--- config.mk ---
export PLATFORM = sky130hd
export DESIGN_NAME = bist_sequencer
export DESIGN_NICKNAME = d
export VERILOG_FILES = /design/src/rtl/bist_sequencer.sv
export SDC_FILE = /design/constraint.sdc
export NUM_CORES = 1
export LEC_CHECK = 0
export ABC_AREA = 1
export ABC_CLOCK_PERIOD_IN_PS = 1500
export BUFFER_PORTS_ARGS = -buffer_cell sky130_fd_sc_hd__clkbuf_2
export CELL_PAD_IN_SITES_DETAIL_PLACEMENT = 0
export CELL_PAD_IN_SITES_GLOBAL_PLACEMENT = 1
export CORE_ASPECT_RATIO = 1.1
export CORE_MARGIN = 2
export CORE_UTILIZATION = 37
export DETAILED_ROUTE_END_ITERATION = 12
export PLACE_DENSITY = 0.86
export SYNTH_ARGS = -nofsm -noshare
export SYNTH_HDL_FRONTEND = slang
export SYNTH_SLANG_ARGS = --single-unit
--- constraint.sdc ---
create_clock -name CLK -period 1.5 [get_ports CLK]
set_input_delay 0.225 -clock CLK [delete_from_list [all_inputs] [get_ports CLK]]
set_output_delay 0.225 -clock CLK [all_outputs]
set_load 0.01 [all_outputs]
--- src/rtl/bist_sequencer.sv ---
// Scan-based BIST session sequencer: seeds LFSR, clears MISR, runs the
// shift/capture rounds, flushes, and compares the final signature.
module bist_sequencer #(
    parameter int                CHAIN_LEN  = 12,
    parameter int                N_PATTERNS = 64,
    parameter int                SIG_W      = 3,
    parameter logic [SIG_W-1:0]  GOLDEN     = '0
) (
    input  logic             CLK,
    input  logic             RST,
    input  logic             START,
    input  logic             ABORT,
    input  logic [SIG_W-1:0] sig_in,
    output logic             scan_en,
    output logic             lfsr_seed,
    output logic             misr_clr,
    output logic             misr_en,
    output logic             running,
    output logic             finish,
    output logic             bist_end,
    output logic             pass_fail
);

    localparam int BW = (CHAIN_LEN > 1) ? $clog2(CHAIN_LEN) : 1;
    localparam int PW = (N_PATTERNS > 1) ? $clog2(N_PATTERNS) : 1;
    localparam logic [BW-1:0] BIT_LAST = BW'(CHAIN_LEN - 1);
    localparam logic [PW-1:0] PAT_LAST = PW'(N_PATTERNS - 1);

    typedef enum logic [2:0] {
        S_IDLE,
        S_SEED,
        S_SHIFT,
        S_CAPTURE,
        S_FLUSH,
        S_COMPARE,
        S_DONE
    } state_t;

    state_t          r_state;
    state_t          w_next;
    logic [BW-1:0]   r_bit_cnt;
    logic [PW-1:0]   r_pat_cnt;
    logic            r_pass;
    logic            w_active;
    logic            w_abort;
    logic            w_bit_last;
    logic            w_pat_last;

    assign w_active   = (r_state != S_IDLE) && (r_state != S_DONE);
    assign w_abort    = ABORT && w_active;
    assign w_bit_last = (r_bit_cnt == BIT_LAST);
    assign w_pat_last = (r_pat_cnt == PAT_LAST);

    always_ff @(posedge CLK) begin
        if (!RST) begin
            r_state <= S_IDLE;
        end else begin
            r_state <= w_next;
        end
    end

    always_comb begin
        w_next = r_state;
        if (w_abort) begin
            w_next = S_IDLE;
        end else begin
            case (r_state)
                S_IDLE:    if (START && !ABORT) w_next = S_SEED;
                S_SEED:    w_next = S_SHIFT;
                S_SHIFT:   if (w_bit_last) w_next = S_CAPTURE;
                S_CAPTURE: w_next = w_pat_last ? S_FLUSH : S_SHIFT;
                S_FLUSH:   if (w_bit_last) w_next = S_COMPARE;
                S_COMPARE: w_next = S_DONE;
                S_DONE:    if (!START) w_next = S_IDLE;
                default:   w_next = S_IDLE;
            endcase
        end
    end

    // bit_cnt is shared by SHIFT and FLUSH; both leave it at zero on exit
    always_ff @(posedge CLK) begin
        if (!RST) begin
            r_bit_cnt <= '0;
            r_pat_cnt <= '0;
            r_pass    <= 1'b0;
        end else if (w_abort) begin
            r_bit_cnt <= '0;
            r_pat_cnt <= '0;
            r_pass    <= 1'b0;
        end else begin
            case (r_state)
                S_SEED: begin
                    r_bit_cnt <= '0;
                    r_pat_cnt <= '0;
                    r_pass    <= 1'b0;
                end
                S_SHIFT, S_FLUSH: begin
                    r_bit_cnt <= w_bit_last ? '0 : r_bit_cnt + 1'b1;
                end
                S_CAPTURE: begin
                    if (!w_pat_last) r_pat_cnt <= r_pat_cnt + 1'b1;
                end
                S_COMPARE: begin
                    r_pass <= (sig_in == GOLDEN);
                end
                default: ;
            endcase
        end
    end

    always_comb begin
        scan_en   = 1'b0;
        lfsr_seed = 1'b0;
        misr_clr  = 1'b0;
        misr_en   = 1'b0;
        running   = 1'b0;
        finish    = 1'b0;
        bist_end  = 1'b0;
        case (r_state)
            S_SEED: begin
                lfsr_seed = 1'b1;
                misr_clr  = 1'b1;
                running   = 1'b1;
            end
            S_SHIFT, S_FLUSH: begin
                scan_en = 1'b1;
                misr_en = 1'b1;
                running = 1'b1;
            end
            S_CAPTURE: begin
                misr_en = 1'b1;
                running = 1'b1;
            end
            S_COMPARE: begin
                finish  = 1'b1;
                running = 1'b1;
            end
            S_DONE: begin
                bist_end = 1'b1;
            end
            default: ;
        endcase
    end

    assign pass_fail = r_pass;

endmodule
# Word level (Yosys, flattened, before mapping)
# Cells that the tools add are included.
# totals
output_inout_bits	8
word_cells	54
reg_bits	14
input_bits	7
# op_classes
addsub	2
n_mux	17
n_bitwise	1
n_eq_ne	14
n_reduce_logical	16
# ops
cell	count
3-bit one-hot mux with 7 select lines	1
3-bit 2-to-1 mux	5
6-bit one-hot mux with 2 select lines	1
2-bit inequality test, second input constant	5
3-bit == test, second input constant	3
4-bit one-hot mux with 2 select lines	1
6-bit by 1-bit adder with 6-bit output, second input constant	1
3-bit by 2-bit == test with 1-bit output, second input constant	2
6-bit == test, second input constant	1
3-bit logical NOT	2
1-bit 2-to-1 mux	6
6-bit 2-to-1 mux	1
2-bit nonzero test	3
5-bit OR reduction	1
4-bit by 1-bit adder with 4-bit output, second input constant	1
4-bit == test, second input constant	1
4-bit 2-to-1 mux	1
4-bit AND reduction	1
2-bit OR reduction	2
3-bit by 1-bit == test with 1-bit output, second input constant	1
1-bit logical AND	3
3-bit inequality test, second input constant	1
3-bit nonzero test	1
3-bit OR reduction	1
4 further kinds	4

# Longest topological paths before layout
# depth
ltp_word	4
depth_mapped	9
depth_no_buf	9

# Least setup slack after synthesis
# Ideal clock, no wire load.
# synth_timing
kind	flip-flop to flip-flop
startpoint	reg r_pat_cnt[0]
endpoint	reg r_pat_cnt[1]
n_path_buf	0
period_less_slack_ps	1220
required_ps	1383
t_arrival_ps	1103
stages_incl_launch_ff	7
setup_time_ps	117
slack_ps	280
path_cell_list	dfxtp_1 > ha_1 > nand2_1 > o21ai_2 > nand2_4 > o21ai_0 > nor2_1
# synth_via
elab_chain_len	3
word_cells_on_any_way	6
cone_classes	1 x add/sub; 2 x eq/ne; 2 x mux; 1 x reduce/logical
# synth_lines
item	line_no	text
start: declaration	42	logic [PW-1:0] r_pat_cnt;
start signal: assignment	101	if (!w_pat_last) r_pat_cnt <= r_pat_cnt + 1'b1;
6-bit by 1-bit adder with 6-bit output / 6-bit == test (equally long branches)	101, 52	
6-bit 2-to-1 mux / 2-bit inequality test (equally long branches)	--	
6-bit one-hot mux with 2 select lines / 2-bit AND reduction (equally long branches)	--	
# Parallel ways exist; a longest one is shown, timed or not. The select of a mux whose other input is x is not followed.
# A chain may end at the register's enable or synchronous reset.

# Final worst setup path
# layout_timing
startpoint	reg r_state[0]
endpoint	out scan_en
# layout_via
elab_chain_len	3
word_cells_on_any_way	4
cone_classes	2 x eq/ne; 1 x mux; 1 x reduce/logical
# layout_lines
item	line_no	text
start: declaration	39	state_t r_state;
start signal: assignment	58	r_state <= w_next;
3-bit by 2-bit == test with 1-bit output / 3-bit == test (equally long branches)	119	case (r_state)
2-bit OR reduction (*)	119	
1-bit 2-to-1 mux (*)	119	
end: declaration	14	output logic scan_en,
# Mark *: on every way between the ends. The rest lies on a longest branch, timed or not.

==> flow_metrics.py <==
metrics = {
    "final_layout": {
        "area_growth_pct": 18.4,
        "drive_gt1_share_pct": 27.7,
        "fill_cells": 239,
        "layout_common_cells": "nand2_1, nor2_1, inv_1, clkbuf_2, dfxtp_1",
        "final_cells": 171,
        "n_antenna_cell": 0,
        "final_core_util_pct": 45.2,
        "mostFrequentLayoutCell": "nand2_1",
        "nets": 151,
    },
    "grt": {
        "grt_start_max_net_pins": 10,
        "antenna_found_initial": 0,
        "grt_usage_pct": 13.8,
        "gr-total-overflow": 0,
        "grt_pass1_wl_mm": 2.78,
        "first_global_vias": 697,
    },
    "placement": {
        "gp_congestion": 0.821,
        "placed_cells": 167,
        "port_buffers": 14,
        "dp_hpwl_mm": 1.41,
    },
    "cts": {
        "post_cts_buffers": 0,
        "htree_levels": 1,
        "worstSkewPairLatency_ns": 0.28,
        "clk_pin_slew_ns": 0.09,
        "root_buffer": "clkbuf_4",
        "cts_hold_buf": 0,
        "cts_tree": "yes",
        "clk_path_buf_depth": 2,
        "cts-buffers-inserted": 3,
        "clock_sinks": 14,
    },
    "detailed_routing": {
        "drt-initial-drc-count": 13,
        "drt-pass1-iter-count": 4,
        "ant_nets": 0,
        "post_drt_via_cell_ratio": 4.78,
        "num_vias": 818,
        "avgRoutedWirePerCell_um": 10.2,
        "wl_mm": 1.74,
        "drc": 0,
    },
    "setup_path": {
        "critPathArrivalTime_ns": 1.20,
        "cp_slowest_cell": "dfxtp_1",
        "crit_path_end_kind": "output port",
        "critical_path.cell_chain": "nor2_1, nand2_1, nand2_4, clkbuf_2",
        "path_max_fanout": 5,
        "cpPeakStageDelay_ns": 0.36,
        "cp-start-kind": "flop",
        "criticalPathCategory": "reg -> out",
        "cp.required_ns": 1.27,
    },
    "synth": {
        "ys_seq_area_share_pct": 33.2,
        "synth_top_area_share_pct": 33.2,
        "synth_area_leaders": "dfxtp_1, nand2_1, nor2_1",
        "synth_top_family_by_area": "simple AND/OR/NAND/NOR gates",
        "netlist_instances": 124,
        "synthAdderAreaFrac_pct": 2.97,
        "syn_nets": 133,
        "synth_area_sq_um": 843,
        "ys_ff_latch": 14,
        "synth_compound_area_share_pct": 12.5,
        "synth_area_leader_cell": "dfxtp_1",
        "yosys.area_share.simple_pct": 37.8,
        "ys_warn_count": 0,
        "ys_types": 25,
        "synth_area_per_cell_sq_um": 6.80,
        "synth-xor-area-share_pct": 3.12,
        "synth.mux.area_fraction_pct": 0,
    },
    "die": {
        "start_util_pct": 38.2,
        "coreArea_sq_mm": 0.00221,
        "num_rows": 18,
        "die_w_um": 49.5,
        "die_h_um": 54.1,
        "fp.dieArea_sq_mm": 0.00268,
        "ios": 15,
    },
    "hold_path": {
        "hold_path.class": "in -> reg",
    },
    "timing": {
        "slew_violations": 0,
        "finClkSkew_ns": 0.00191,
        "fin_crit_ns": 1.43,
        "setup_violations": 0,
        "grt_setup_unrepaired": "yes",
        "tightest_slew_ns": 0.205,
        "report.final.hold_viol_count": 0,
        "fin_crit_sh_pct": 95.1,
        "max_freq_mhz": 701,
        "maxSlewHeadroom_pct": 86.2,
    },
    "power": {
        "p_per_area_mw_per_mm2": 1020,
        "ir_drop_uv": 563,
        "power_leakage_nw": 0.455,
    },
    "run": {
        "drv_cap": 0,
    },
    "outcome": {
        "outcome": "completed",
    },
}
final cells by class:
cell class | instances | area [sq um] | area share [%]
Multi-Input combinational cell | 89 | 490 | 49.1
Sequential cell | 14 | 284 | 28.4
Clock buffer | 4 | 36.3 | 3.63
Timing Repair Buffer | 15 | 77.6 | 7.77
Tap cell | 30 | 37.5 | 3.76
Inverter | 19 | 72.6 | 7.27
synth_stat cells, drive strengths merged:
master  number
nor3         3
a31oi        1
nand3b       1
xor2         2
dfxtp       14
nand3       11
a21oi        9
nand4        1
nor2        21
a22oi        1
xnor2        1
inv         18
ha           2
nand2       29
o21ai        7
buf          2
clkinv       1
registers in the layout, summed over array words and instances (netlist names):
name       flops
r_pat_cnt      6
r_state        3
pass_fail      1
r_bit_cnt      4
timing repair:
| item | in CTS | in global routing |
|---|---|---|
| resized for setup | 1 | 4 |
| setup endpoints to repair | 1 | 5 |
| pin swaps | 0 | 1 |
| hold endpoints to repair | 0 | 0 |
cells by family (layout without fill, tap and decap cells):
logic type,after synthesis,in the layout
AOI/OAI and AO/OA,18,18
xor gates and xnor gates,3,3
adders and majority gates,2,2
buffers and inverters,21,38
DFF,14,14
and+or+nand+nor,66,66
through the flow:
stage | setup slack (ns) | power [mW] | TNS [ns] | area, sq um | hold WS (ns)
final | 0.0734 | 1.01 | 0 | 998 | 0.254
after global routing | -0.0211 | 1.08 | -0.0211 | 998 | 0.254
after CTS | 0.0228 | 1.02 | 0 | 981 | 0.252
after detailed placement | 0.127 | 0.743 | 0 | 943 | 0.499
after global placement | 0.219 | 0.735 | 0 | 943 | 0.468
after floorplan | 0.280 | 0.660 | 0 | 843 | 0.401
metal layers:
| metal | global-route usage (%) | vias up | wire (um) |
|---|---|---|---|
| met5 | 0 | - | 0 |
| met4 | 9.26 | 0 | 10 |
| met3 | 3.61 | 2 | 74 |
| met2 | 24.2 | 17 | 820 |
| met1 | 14.9 | 368 | 839 |
| li1 | - | 431 | - |
worst max-delay path, delay by kind of cell, from the launching register on:
| family | cells | cell delay [ns] |
|---|---|---|
| DFF | 1 | 0.36 |
| buffers and inverters | 1 | 0.14 |
| and+or+nand+nor | 3 | 0.41 |
power breakdown:
| group | internal (mW) | switching (mW) |
|---|---|---|
| combinational | 0.105 | 0.208 |
| sequential | 0.398 | 0.0305 |
| clock | 0.148 | 0.125 |
final timing paths:
check / startpoint / end / slack (ns) / depth (start not counted)
max: r_state[0] / scan_en / 0.07 / 4
min: RST / r_pat_cnt[3] / 0.25 / 3
max reg2reg: r_pat_cnt[0] / r_pat_cnt[1] / 0.15 / 6
min reg2reg: r_bit_cnt[1] / r_bit_cnt[1] / 0.51 / 2
Power figures use the tool's default switching activity.
